`src/rtl/uart_tx_pixel_if.sv`:
```
// Pixel handshake bundle for uart_tx_pixel: 24-bit RGB pixel with valid/ready.
// master drives pixels (upstream logic), slave accepts them (the transmitter).
interface uart_tx_pixel_if;
   logic [23:0] pixel;
   logic        pixel_valid;
   logic        pixel_ready;

   modport master (
      output pixel,
      output pixel_valid,
      input  pixel_ready
   );

   modport slave (
      input  pixel,
      input  pixel_valid,
      output pixel_ready
   );
endinterface

```
`src/rtl/uart_tx_pixel.sv`:
```
// UART transmitter: sends one 24-bit RGB pixel as three bytes (red, green, blue),
// LSB first, idle-high line. Define UART_TX_PARITY_EN for 8E1 frames (even parity
// bit between D7 and stop); default is 8N1.
module uart_tx_pixel #(
   parameter int unsigned CLK_FREQUENCY = 100000000,
   parameter int unsigned BAUD_RATE     = 115200
) (
   input  logic           clock,
   input  logic           reset,
   uart_tx_pixel_if.slave pix,
   output logic           uart_out_cable,
   output logic           busy,
   output logic           done
);

   localparam int unsigned CLKS_PER_BIT = CLK_FREQUENCY / BAUD_RATE;
   localparam int unsigned DIV_W        = (CLKS_PER_BIT > 2) ? $clog2(CLKS_PER_BIT) : 1;
   localparam logic [DIV_W-1:0] DIV_LAST     = DIV_W'(CLKS_PER_BIT - 1);
   // The final stop bit of a pixel ends one cycle early in STOP; its last cycle is
   // the IDLE/done cycle, so a back-to-back pixel keeps exactly one stop period.
   localparam logic [DIV_W-1:0] DIV_STOP_END = DIV_W'(CLKS_PER_BIT - 2);

   if (CLKS_PER_BIT < 2) begin : g_bad_cfg
      $error("uart_tx_pixel: CLKS_PER_BIT must be >= 2");
   end

   typedef enum logic [2:0] {
      StIdle,
      StStart,
      StData,
      StStop
`ifdef UART_TX_PARITY_EN
      , StParity
`endif
   } state_e;

   state_e           state_q, state_d;
   logic [1:0]       byte_q, byte_d;
   logic [2:0]       bit_q, bit_d;
   logic [DIV_W-1:0] div_q, div_d;
   logic [23:0]      pixel_q, pixel_d;
   logic             tx_q, tx_d;
   logic             done_q, done_d;
   logic             bit_end;
   logic [7:0]       tx_byte;

   function automatic logic [7:0] byte_sel(input logic [23:0] px, input logic [1:0] idx);
      case (idx)
         2'd0:    return px[23:16];
         2'd1:    return px[15:8];
         default: return px[7:0];
      endcase
   endfunction

   // State register with asynchronous reset; aborts any pixel in flight.
   always_ff @(posedge clock or posedge reset) begin
      if (reset) begin
         state_q <= StIdle;
         byte_q  <= '0;
         bit_q   <= '0;
         div_q   <= '0;
         pixel_q <= '0;
         tx_q    <= 1'b1;
         done_q  <= 1'b0;
      end else begin
         state_q <= state_d;
         byte_q  <= byte_d;
         bit_q   <= bit_d;
         div_q   <= div_d;
         pixel_q <= pixel_d;
         tx_q    <= tx_d;
         done_q  <= done_d;
      end
   end

   // Next-state logic; the line register is loaded from the next state so the
   // start bit appears in the cycle right after acceptance.
   always_comb begin
      state_d = state_q;
      byte_d  = byte_q;
      bit_d   = bit_q;
      div_d   = div_q + DIV_W'(1);
      pixel_d = pixel_q;
      done_d  = 1'b0;
      bit_end = (div_q == DIV_LAST);

      case (state_q)
         StIdle: begin
            div_d = '0;
            if (pix.pixel_valid) begin
               state_d = StStart;
               pixel_d = pix.pixel;
               byte_d  = '0;
               bit_d   = '0;
            end
         end
         StStart: begin
            if (bit_end) begin
               state_d = StData;
               div_d   = '0;
               bit_d   = '0;
            end
         end
         StData: begin
            if (bit_end) begin
               div_d = '0;
               if (bit_q == 3'd7) begin
                  bit_d   = '0;
`ifdef UART_TX_PARITY_EN
                  state_d = StParity;
`else
                  state_d = StStop;
`endif
               end else begin
                  bit_d = bit_q + 3'd1;
               end
            end
         end
`ifdef UART_TX_PARITY_EN
         StParity: begin
            if (bit_end) begin
               state_d = StStop;
               div_d   = '0;
            end
         end
`endif
         StStop: begin
            if (byte_q == 2'd2) begin
               if (div_q == DIV_STOP_END) begin
                  state_d = StIdle;
                  div_d   = '0;
                  byte_d  = '0;
                  done_d  = 1'b1;
               end
            end else if (bit_end) begin
               state_d = StStart;
               div_d   = '0;
               byte_d  = byte_q + 2'd1;
            end
         end
         default: begin
            state_d = StIdle;
            div_d   = '0;
         end
      endcase

      tx_byte = byte_sel(pixel_d, byte_d);
      case (state_d)
         StStart:  tx_d = 1'b0;
         StData:   tx_d = tx_byte[bit_d];
`ifdef UART_TX_PARITY_EN
         StParity: tx_d = ^tx_byte;
`endif
         default:  tx_d = 1'b1;
      endcase
   end

   // Outputs.
   always_comb begin
      pix.pixel_ready = (state_q == StIdle) & ~reset;
      busy            = (state_q != StIdle);
      uart_out_cable  = tx_q;
      done            = done_q;
   end

endmodule

```
`src/flat_wrapper.sv`:
```
// flat-port wrapper written by rule: the top's interface ports become plain ports
module uart_tx_pixel_flat 
#(
   parameter int unsigned CLK_FREQUENCY = 100000000,
   parameter int unsigned BAUD_RATE     = 115200
)
  (clock, reset, uart_out_cable, busy, done, pix_pixel, pix_pixel_valid, pix_pixel_ready);
  uart_tx_pixel_if pix_i ();
  input  logic clock;
  input  logic reset;
  output logic uart_out_cable;
  output logic busy;
  output logic done;
  input wire logic [$bits(pix_i.pixel)-1:0] pix_pixel;
  input wire logic [$bits(pix_i.pixel_valid)-1:0] pix_pixel_valid;
  output wire logic [$bits(pix_i.pixel_ready)-1:0] pix_pixel_ready;
  assign pix_i.pixel = pix_pixel;
  assign pix_i.pixel_valid = pix_pixel_valid;
  assign pix_pixel_ready = pix_i.pixel_ready;
  uart_tx_pixel #(.CLK_FREQUENCY(CLK_FREQUENCY), .BAUD_RATE(BAUD_RATE)) u_core (.clock(clock), .reset(reset), .pix(pix_i), .uart_out_cable(uart_out_cable), .busy(busy), .done(done));
endmodule
```
`config.mk`:
```
export PLATFORM = sky130hd
export DESIGN_NAME = uart_tx_pixel_flat
export DESIGN_NICKNAME = d
export VERILOG_FILES = /design/src/rtl/uart_tx_pixel_if.sv /design/src/rtl/uart_tx_pixel.sv /design/src/flat_wrapper.sv
export SDC_FILE = /design/constraint.sdc
export NUM_CORES = 1
export LEC_CHECK = 0
export BUFFER_PORTS_ARGS = -buffer_cell sky130_fd_sc_hd__buf_2
export CAP_MARGIN = 20
export CORE_MARGIN = 2
export CORE_UTILIZATION = 30
export DETAILED_ROUTE_END_ITERATION = 10
export PLACE_DENSITY = 0.54
export RECOVER_POWER = 50
export SLEW_MARGIN = 5
export SYNTH_ARGS = -nofsm -noshare
export SYNTH_HDL_FRONTEND = slang
export SYNTH_SLANG_ARGS = --single-unit
```
`constraint.sdc`:
```
create_clock -name clock -period 2.7 [get_ports clock]
set_input_delay 0.135 -clock clock [delete_from_list [all_inputs] [get_ports clock]]
set_output_delay 0.135 -clock clock [all_outputs]
set_load 0.005 [all_outputs]
```
**Word-level counts from Yosys, hierarchy flattened**

Cells that the tools add are included.

- Bits in registers: 44
- Output and inout bits: 4

- $add $sub $neg: 3
- Magnitude comparators: 1
- Equality and inequality tests: 10
- Mux-type cells: 31
- Bitwise logic cells: 2
- Reductions and logical operators: 4

Operators by type and width:

| kind | number |
|---|---|
| 24-bit two-way mux | 2 |
| 3-bit two-way mux | 11 |
| 10-bit two-way mux | 3 |
| 10-bit equality test, second input constant | 2 |
| 10-bit case mux with 2 select lines | 1 |
| 8-bit case mux with 2 select lines | 1 |
| 3-bit case mux with 4 select lines | 1 |
| 10-bit by 1-bit adder with 10-bit output, second input constant | 1 |
| 3-bit by 2-bit equality test with 1-bit output, second input constant | 3 |
| 3-bit case mux with 3 select lines | 1 |
| 2-bit two-way mux | 4 |
| 3-bit by 1-bit equality test with 1-bit output, second input constant | 2 |
| 3-bit by 4-bit less-than comparator with 1-bit output, second input constant | 1 |
| 1-bit two-way mux | 4 |
| 2-bit case mux with 2 select lines | 1 |
| 3-bit by 1-bit adder with 3-bit output, second input constant | 1 |
| 1-bit binary-select mux with 3-bit select | 1 |
| 3-bit equality test, second input constant | 1 |
| 3-bit zero test | 1 |
| 3-bit nonzero test | 1 |
| 2-bit by 1-bit adder with 2-bit output, second input constant | 1 |
| 2-bit by 1-bit equality test with 1-bit output, second input constant | 1 |
| 2-bit equality test, second input constant | 1 |
| 2-bit zero test | 1 |
| other kinds (4) | 4 |

**Logic depth before layout (Yosys ltp)**

Gate-level depths: netlist (run 1).

- Depth after elaboration: 9
- Gate-level depth with buffers: 12
- Depth with buffers taken out: 12

**Worst setup path after synthesis (run 1)**

No wires, ideal clock.

- Kind: reg-to-reg
- From: register u_core.byte_q[0]
- To: register u_core.tx_q, in the netlist u_core.uart_out_cable
- Data arrival time: 2.401 ns
- Data required time: 2.638 ns
- Setup slack: 0.237 ns
- Stages on the path, launching flop included: 12
- Path buffers: 0
- Period minus slack after synthesis: 2.463 ns
- Cells stage by stage: dfrtp_1 -> inv_1 -> ha_1 -> mux2_2 -> a41oi_1 -> a21oi_1 -> inv_1 -> nand2_1 -> o21a_1 -> o311a_1 -> o211ai_2 -> o2111a_1

- Longest elaborated chain between the ends: 9
- Elaborated cells between the ends (all ways): 17
- Those cells by class: add/sub: 1; eq/ne: 4; mux: 11; reduce/logical: 1

Ends and longest elaborated chain:

| element | RTL line | RTL |
|---|---|---|
| start: declaration | uart_tx_pixel.sv:38 | `logic [1:0] byte_q, byte_d;` |
| start signal: assignment | uart_tx_pixel.sv:67 | `byte_q <= byte_d;` |
| 2-bit by 1-bit adder with 2-bit output | uart_tx_pixel.sv:138 | `byte_d = byte_q + 2'd1;` |
| 2-bit two-way mux | uart_tx_pixel.sv:135 | `end else if (bit_end) begin` |
| 2-bit two-way mux (*) | uart_tx_pixel.sv:128 | `if (byte_q == 2'd2) begin` |
| 2-bit case mux with 2 select lines (*) | uart_tx_pixel.sv:87 | `case (state_q)` |
| named net u_core.byte_d[1] | uart_tx_pixel.sv:38 |  |
| 2-bit by 1-bit equality test with 1-bit output or 2-bit zero test (tied branches) | uart_tx_pixel.sv:48 | `case (idx)` |
| 8-bit case mux with 2 select lines (*) | uart_tx_pixel.sv:48 |  |
| 1-bit binary-select mux with 3-bit select (*) | uart_tx_pixel.sv:150 | `StData: tx_d = tx_byte[bit_d];` |
| 1-bit two-way mux (not written as such) (*) | uart_tx_pixel.sv:150 |  |
| 1-bit case mux with 2 select lines (*) | uart_tx_pixel.sv:148 | `case (state_d)` |
| named net u_core.tx_d | uart_tx_pixel.sv:42 | `logic tx_q, tx_d;` |
| end signal: assignment | uart_tx_pixel.sv:71 | `tx_q <= tx_d;` |
| end: declaration | uart_tx_pixel.sv:42 |  |

Mark *: on every way through the listed nets, which the timed path passes. The rest lies on a longest branch. The select of a mux whose other input is x is not followed.

**Worst setup path after layout (run 1)**

- From: register u_core.div_q[2]
- To: register u_core.tx_q, in the netlist u_core.uart_out_cable

- Longest elaborated chain between the ends: 9
- Elaborated cells between the ends (all ways): 23
- Those cells by class: eq/ne: 5; mux: 17; reduce/logical: 1

Ends and longest elaborated chain:

| element | RTL line | RTL |
|---|---|---|
| start: declaration | uart_tx_pixel.sv:40 | `logic [DIV_W-1:0] div_q, div_d;` |
| start signal: assignment | uart_tx_pixel.sv:69 | `div_q <= div_d;` |
| 10-bit equality test (on tied branches) | uart_tx_pixel.sv:85, uart_tx_pixel.sv:129 |  |
| 2-bit two-way mux (on tied branches) | uart_tx_pixel.sv:135, uart_tx_pixel.sv:129 |  |
| 2-bit two-way mux | uart_tx_pixel.sv:128 |  |
| 2-bit case mux with 2 select lines | uart_tx_pixel.sv:87 |  |
| 2-bit by 1-bit equality test with 1-bit output or 2-bit zero test (tied branches) | uart_tx_pixel.sv:48 |  |
| 8-bit case mux with 2 select lines | uart_tx_pixel.sv:48 |  |
| 1-bit binary-select mux with 3-bit select | uart_tx_pixel.sv:150 |  |
| 1-bit two-way mux (not written as such) | uart_tx_pixel.sv:150 |  |
| 1-bit case mux with 2 select lines (*) | uart_tx_pixel.sv:148 |  |
| named net u_core.tx_d | uart_tx_pixel.sv:42 |  |

Marks and branches as above.

==> results.toml, run 1 <==
[sta]
setup_viol = 0
worst_pin_slew_ns = 1.25
relSlewSlack_pct = 16.7
fin_crit_ns = 2.55
drv_slew = 0
rsz0062_at_grt = "no"
setup_slack_ns = 0.153
tns_ns = 0
fmax_mhz = 393
fin_crit_sh_pct = 94.3
whs_ns = 0.0783
worst_clock_skew_ns = 0.0122
hold_viol = 0

[worst_setup_path]
cp_top_family = "simple AND/OR/NAND/NOR gates"
r2r_slack_ns = 0.15
worstPathMaxFanout = 7
worst_ep_required_time_ns = 2.95
cp-end-kind = "register"
path_class = "reg -> reg"
crit_chain = "or4b_1 > nor4_2 > a211oi_4 > buf_4 > mux2i_1 > o21ai_0 > nand2_1 > o211ai_2 > o2111a_1"
crit_arrival_ns = 2.79
cp_slowest_cell = "or4b_1"
start_kind = "register"
cp_num_buf_inv = 1
cp_slowest_stage_delay_ns = 0.60

[die]
rows = 32
die_h_um = 93.3
start_util_pct = 31.0
core_area_sq_um = 7730
io_pins = 31
dieArea_sq_um = 8710
fp.dieW_um = 93.3

[drt]
drt.antenna.violating_nets = 0
drt_iter0_markers = 114
finalWirelength_mm = 5.02
wl_per_cell_um = 13.7
first_pass_iters = 7
drcViolationCount = 0
vias = 1759
viasPerCell = 4.81

[synth]
ys_seq_area_share_pct = 46.1
netlist_instances = 220
synth_ff_type = "dfrtp_1"
synth_area_sq_um = 2390
synth_nets = 252
synthArstFlopShare_pct = 100
yosysWarningCount = 0
synth_seq_cells = 44
synth_cell_types = 50
synth-edff-count = 0
syn_area_per_cell_sq_um = 10.9

[clock_network]
root_buffer = "clkbuf_8"
cts_tree = "built"
cts-buffers-inserted = 5
clockBufferDepth = 2
cts_sinks = 44
clk_pin_slew_ns = 0.09
htree_levels = 2
clock_latency_ns = 0.30

[place]
gp_congestion = 0.827
dpl.hpwl_mm = 3.74
dp_slack_ns = 0.0720
portBuffers = 30
placed_cells = 355

[grt]
gr-usage-all-layers_pct = 12.6
use_met3_pct = 2.26
antenna_found_initial = 0
grt_pass1_wl_mm = 8.63
grt_max_degree = 29
grtUsageMet1_pct = 18.1
grt_pass1_vias = 1714
gr-usage-met2_pct = 19.1
gr-max-usage-layer = "met2"
grt_overflow = 0

[hold_path]
hp-class = "in -> reg"

[layout]
multi_input_area_sq_um = 1210
n_antenna_cell = 0
fin_cells = 366
regArea_sq_um = 1100
syn_to_final_growth_pct = 19.6
finalNetCount = 295
fillers = 784
drive_gt1_share_pct = 32.6

[power_and_ir_drop]
internal-power_mw = 1.14
pwr-share-comb_pct = 13.6
power_switching_share_pct = 23.4
power_density_nw_per_um2 = 520
clkPwrFrac_pct = 35.9
switchingPower_uw = 348
pwr-share-seq_pct = 50.6
vdd.ir_drop.worst_mv = 0.281
p_leak_nw = 1.27

[job]
cap_violations = 0

[run_status]
outcome = "complete, no violations"
-- what timing repair did --
item                                    4_1_cts  5_1_grt
endpoints found under the setup margin        0        1
resized for setup                             0        3
hold buffers                                  1        0
hold endpoints to repair                     26        0
buffers inserted                              0        1
-- synthesized netlist by cell type, drive strengths merged (3+ instances only) --
master	number	area (sq um)
dfrtp	43	1080
mux2	25	282
nor2	21	86.3
nand2	14	52.6
inv	12	45.0
mux2i	11	110
nand3	10	50.1
a21oi	8	40.0
clkbuf	6	22.5
ha	5	62.6
nand4	5	37.5
o21ai	5	25.0
xnor2	5	43.8
buf	4	26.3
nor3	4	20.0
o211ai	3	27.5
xor2	3	26.3
-- layout by cell type (no fill, tap or decap), drive strengths merged, types with 4 or more instances in the layout --
| master | count |
|---|---|
| dfrtp | 43 |
| clkbuf | 11 |
| xnor2 | 5 |
| nand4 | 5 |
| o21ai | 5 |
| mux2 | 25 |
| nand3 | 10 |
| a21oi | 8 |
| nor3 | 4 |
| buf | 40 |
| inv | 11 |
| ha | 5 |
| nor2 | 21 |
| mux2i | 11 |
| nand2 | 14 |
-- routing by layer --
| layer | vias up | share of wire [%] |
|---|---|---|
| li1 | 864 | - |
| met1 | 835 | 49 |
| met2 | 54 | 45 |
| met3 | 6 | 3.8 |
| met4 | 0 | 1.3 |
| met5 | - | 0 |
-- power groups by stage --
stage                     clock network (mW)  logic, mW  registers (mW)
after detailed placement                   0      0.205           0.767
after global placement                     0      0.204           0.765
after CTS                              0.556      0.208           0.754
after floorplan                            0      0.147           0.759
final                                  0.534      0.202           0.753
after global routing                   0.579      0.228           0.763
-- final timing paths --
path	startpoint	to	cells after the start
max	u_core.div_q[2]	u_core.uart_out_cable	9
min	pix_pixel[17]	u_core.pixel_q[17]	2
max reg2reg	u_core.div_q[2]	u_core.uart_out_cable	9
min reg2reg	u_core.pixel_q[17]	u_core.pixel_q[17]	1
max in group asynchronous	reset	u_core.uart_out_cable	5
min in group asynchronous	reset	u_core.div_q[6]	3
-- cell type report --
cell class | instances | share of cell area, %
sequential | 44 | 38.5
inverter | 12 | 1.57
multi-input combinational | 154 | 42.2
clock inverter | 2 | 1.36
clock buffer | 6 | 2.89
timing repair buffer | 46 | 9.05
tap | 102 | 4.46
-- metrics by stage --
stage               area [sq um]  util [%]  power [mW]
finish                      2860      37.0        1.49
global route                2860      37.0        1.57
CTS                         2850      36.9        1.52
detailed placement          2720      35.2       0.972
global placement            2720      35.2       0.970
floorplan                   2390         -       0.906
-- cells by family after synthesis --
family          after synthesis  synth area share (%)
compound gates               29                  9.41
xor+xnor                      8                  2.93
fa+ha+maj                     5                  2.61
buf+inv                      22                  3.92
flops                        44                  46.1
mux                          36                  16.4
other cells                   1                 0.157
simple gates                 75                  18.6
-- flip-flops by register name, indices dropped and copies added, names as in the netlist --
name,count
u_core.uart_out_cable,1
u_core.div_q,10
u_core.done,1
u_core.bit_q,3
u_core.state_q,3
u_core.byte_q,2
u_core.pixel_q,24
Power figures use the tool's default switching activity.
==> run 2: changes to the inputs <==
--- a/config.mk
+++ b/config.mk
@@ -7,6 +7,7 @@
 export LEC_CHECK = 0
 export BUFFER_PORTS_ARGS = -buffer_cell sky130_fd_sc_hd__buf_2
 export CAP_MARGIN = 20
+export CORE_ASPECT_RATIO = 0.75
 export CORE_MARGIN = 2
 export CORE_UTILIZATION = 30
 export DETAILED_ROUTE_END_ITERATION = 10
==> run 2 against run 1 <==
Effect of this change:
- die area about the same
- hold slack got worse by 0.0014 ns
- cell count increased by 0.82%
- largest cell class unchanged
- routed wire length decreased by 0.24%
- highest routed layer unchanged
- non-clock buffer count unchanged
==> results.toml, run 2 (synthesized netlist as in run 1, its figures left out) <==
[drt]
first_pass_iters = 4
vias = 1729
finalWirelength_mm = 5.01
drcViolationCount = 0
viasPerCell = 4.69
wl_per_cell_um = 13.6
drt.antenna.violating_nets = 0
drt_iter0_markers = 92

[layout]
largestRegisters = "u_core.pixel_q (24), u_core.div_q (10)"
layout_common_cells = "43 x dfrtp_1, 29 x buf_2, 25 x mux2_2, 20 x nor2_1, 14 x nand2_1"
final_common_cell = "dfrtp_1"
finalNetCount = 295
n_antenna_cell = 0
fin_cells = 369
syn_to_final_growth_pct = 21.1
postLayoutCoreUtil_pct = 37.1
stdcell_area_sq_um = 2900
largest-register = "u_core.pixel_q"
drive_gt1_share_pct = 33.0
largest_register_ffs = 24

[place]
dp_slack_ns = 0.115
placed_cells = 359
gp_congestion = 0.813
portBuffers = 30
dpl.hpwl_mm = 3.77
placed_cell_area_sq_um = 2760

[worst_setup_path]
cp_slowest_stage_delay_ns = 0.63
worst-path-stages = 9
crit_arrival_ns = 2.82
cp_slowest_cell = "or4b_1"
worst_ep_required_time_ns = 2.94
r2r_slack_ns = 0.12
timing.rr.end = "u_core.uart_out_cable"
reg2reg_depth = 9
cp-end-kind = "register"
worstPathMaxFanout = 7
crit_start = "u_core.div_q[2]"
r2r-start = "u_core.div_q[2]"
cp_num_buf_inv = 1
endpoint = "u_core.uart_out_cable"
crit_chain = "or4b_1 > nor4_4 > a211oi_4 > buf_12 > mux2i_1 > nand2b_1 > o211ai_1 > a211o_1 > o2111a_1"
path_class = "reg -> reg"
start_kind = "register"
cp_top_family = "simple AND/OR/NAND/NOR gates"

[clock_network]
clock_latency_ns = 0.30
cts-buffers-inserted = 5
root_buffer = "clkbuf_8"
clk_pin_slew_ns = 0.09
htree_levels = 2
cts_sinks = 44
cts_tree = "built"
clockBufferDepth = 2

[die]
dieArea_sq_um = 8720
die_h_um = 81.4
rows = 28
io_pins = 31
core_area_sq_um = 7810
start_util_pct = 30.6
fp.dieW_um = 107

[grt]
grt_max_degree = 25
antenna_found_initial = 0
gr-max-usage-layer = "met1"
grtUsageMet1_pct = 19.1
gr-usage-met2_pct = 17.0
grt_overflow = 0
grt_pass1_wl_mm = 8.38
use_met3_pct = 2.41
grt_pass1_vias = 1676
gr-usage-all-layers_pct = 12.3

[sta]
rsz0062_at_grt = "no"
fin_crit_sh_pct = 95.5
setup_viol = 0
fmax_mhz = 388
hold_viol = 0
whs_ns = 0.0770
drv_slew = 0
relSlewSlack_pct = 28.9
worst_clock_skew_ns = 0.00632
worst_pin_slew_ns = 1.07
setup_slack_ns = 0.122
tns_ns = 0
fin_crit_ns = 2.58

[power_and_ir_drop]
vdd.ir_drop.worst_mv = 0.223
power_mw = 1.49
power_density_nw_per_um2 = 513
p_leak_nw = 1.30

[hold_path]
hp-class = "in -> reg"

[job]
cap_violations = 0

[run_status]
outcome = "complete, no violations"
## run 2: changes by cell type in the layout (fill, tap and decap cells not counted), sizes merged
cell	delta
inv	+1
clkbuf	-3
clkinvlp	+1
buf	+2
clkinv	-1
## run 2: layout make-up
cell class / count / area, sq um
fillers: 784 / 4910
well taps: 105 / 131
clock inverters: 3 / 46.3
clock buffers: 5 / 68.8
multi-input cells: 154 / 1210
repair buffers: 46 / 290
flip-flops and latches: 44 / 1100
inverters: 12 / 45.0
## run 2: how the worst min path moves through the flow
stage                        startpoint                  to  depth (start not counted)
after global placement            reset   u_core.state_q[2]                          2
after detailed placement          reset   u_core.state_q[2]                          2
after floorplan                   reset     pix_pixel_ready                          1
final                      pix_pixel[2]   u_core.pixel_q[2]                          2
after CTS                 pix_pixel[11]  u_core.pixel_q[11]                          2
after global routing      pix_pixel[11]  u_core.pixel_q[11]                          2
## run 2: repair_timing
| action | in CTS | in global routing |
|---|---|---|
| gates resized for setup | 0 | 2 |
| setup buffers | 0 | 1 |
| hold buffers | 1 | 0 |
| hold endpoints to repair | 11 | 0 |
| endpoints found under the setup margin | 0 | 1 |
## run 2: routing by layer
metal  up-vias  part of all wire [%]  wire length (um)
met5         -                     0                 0
met4         0                   1.2                60
met1       823                    56              2800
met3         7                   3.6               178
li1        864                     -                 -
met2        35                    39              1970
## run 2: report_power, final
part           internal (mW)  switching (mW)
registers              0.731          0.0220
logic                  0.109          0.0996
clock network          0.279           0.247
## run 2: worst register-to-register path, cell delays in order (launching register included)
cell	delay (ns)
dfrtp_1	0.49
or4b_1	0.63
nor4_4	0.35
a211oi_4	0.06
buf_12	0.14
mux2i_1	0.21
nand2b_1	0.14
o211ai_1	0.10
a211o_1	0.27
o2111a_1	0.13
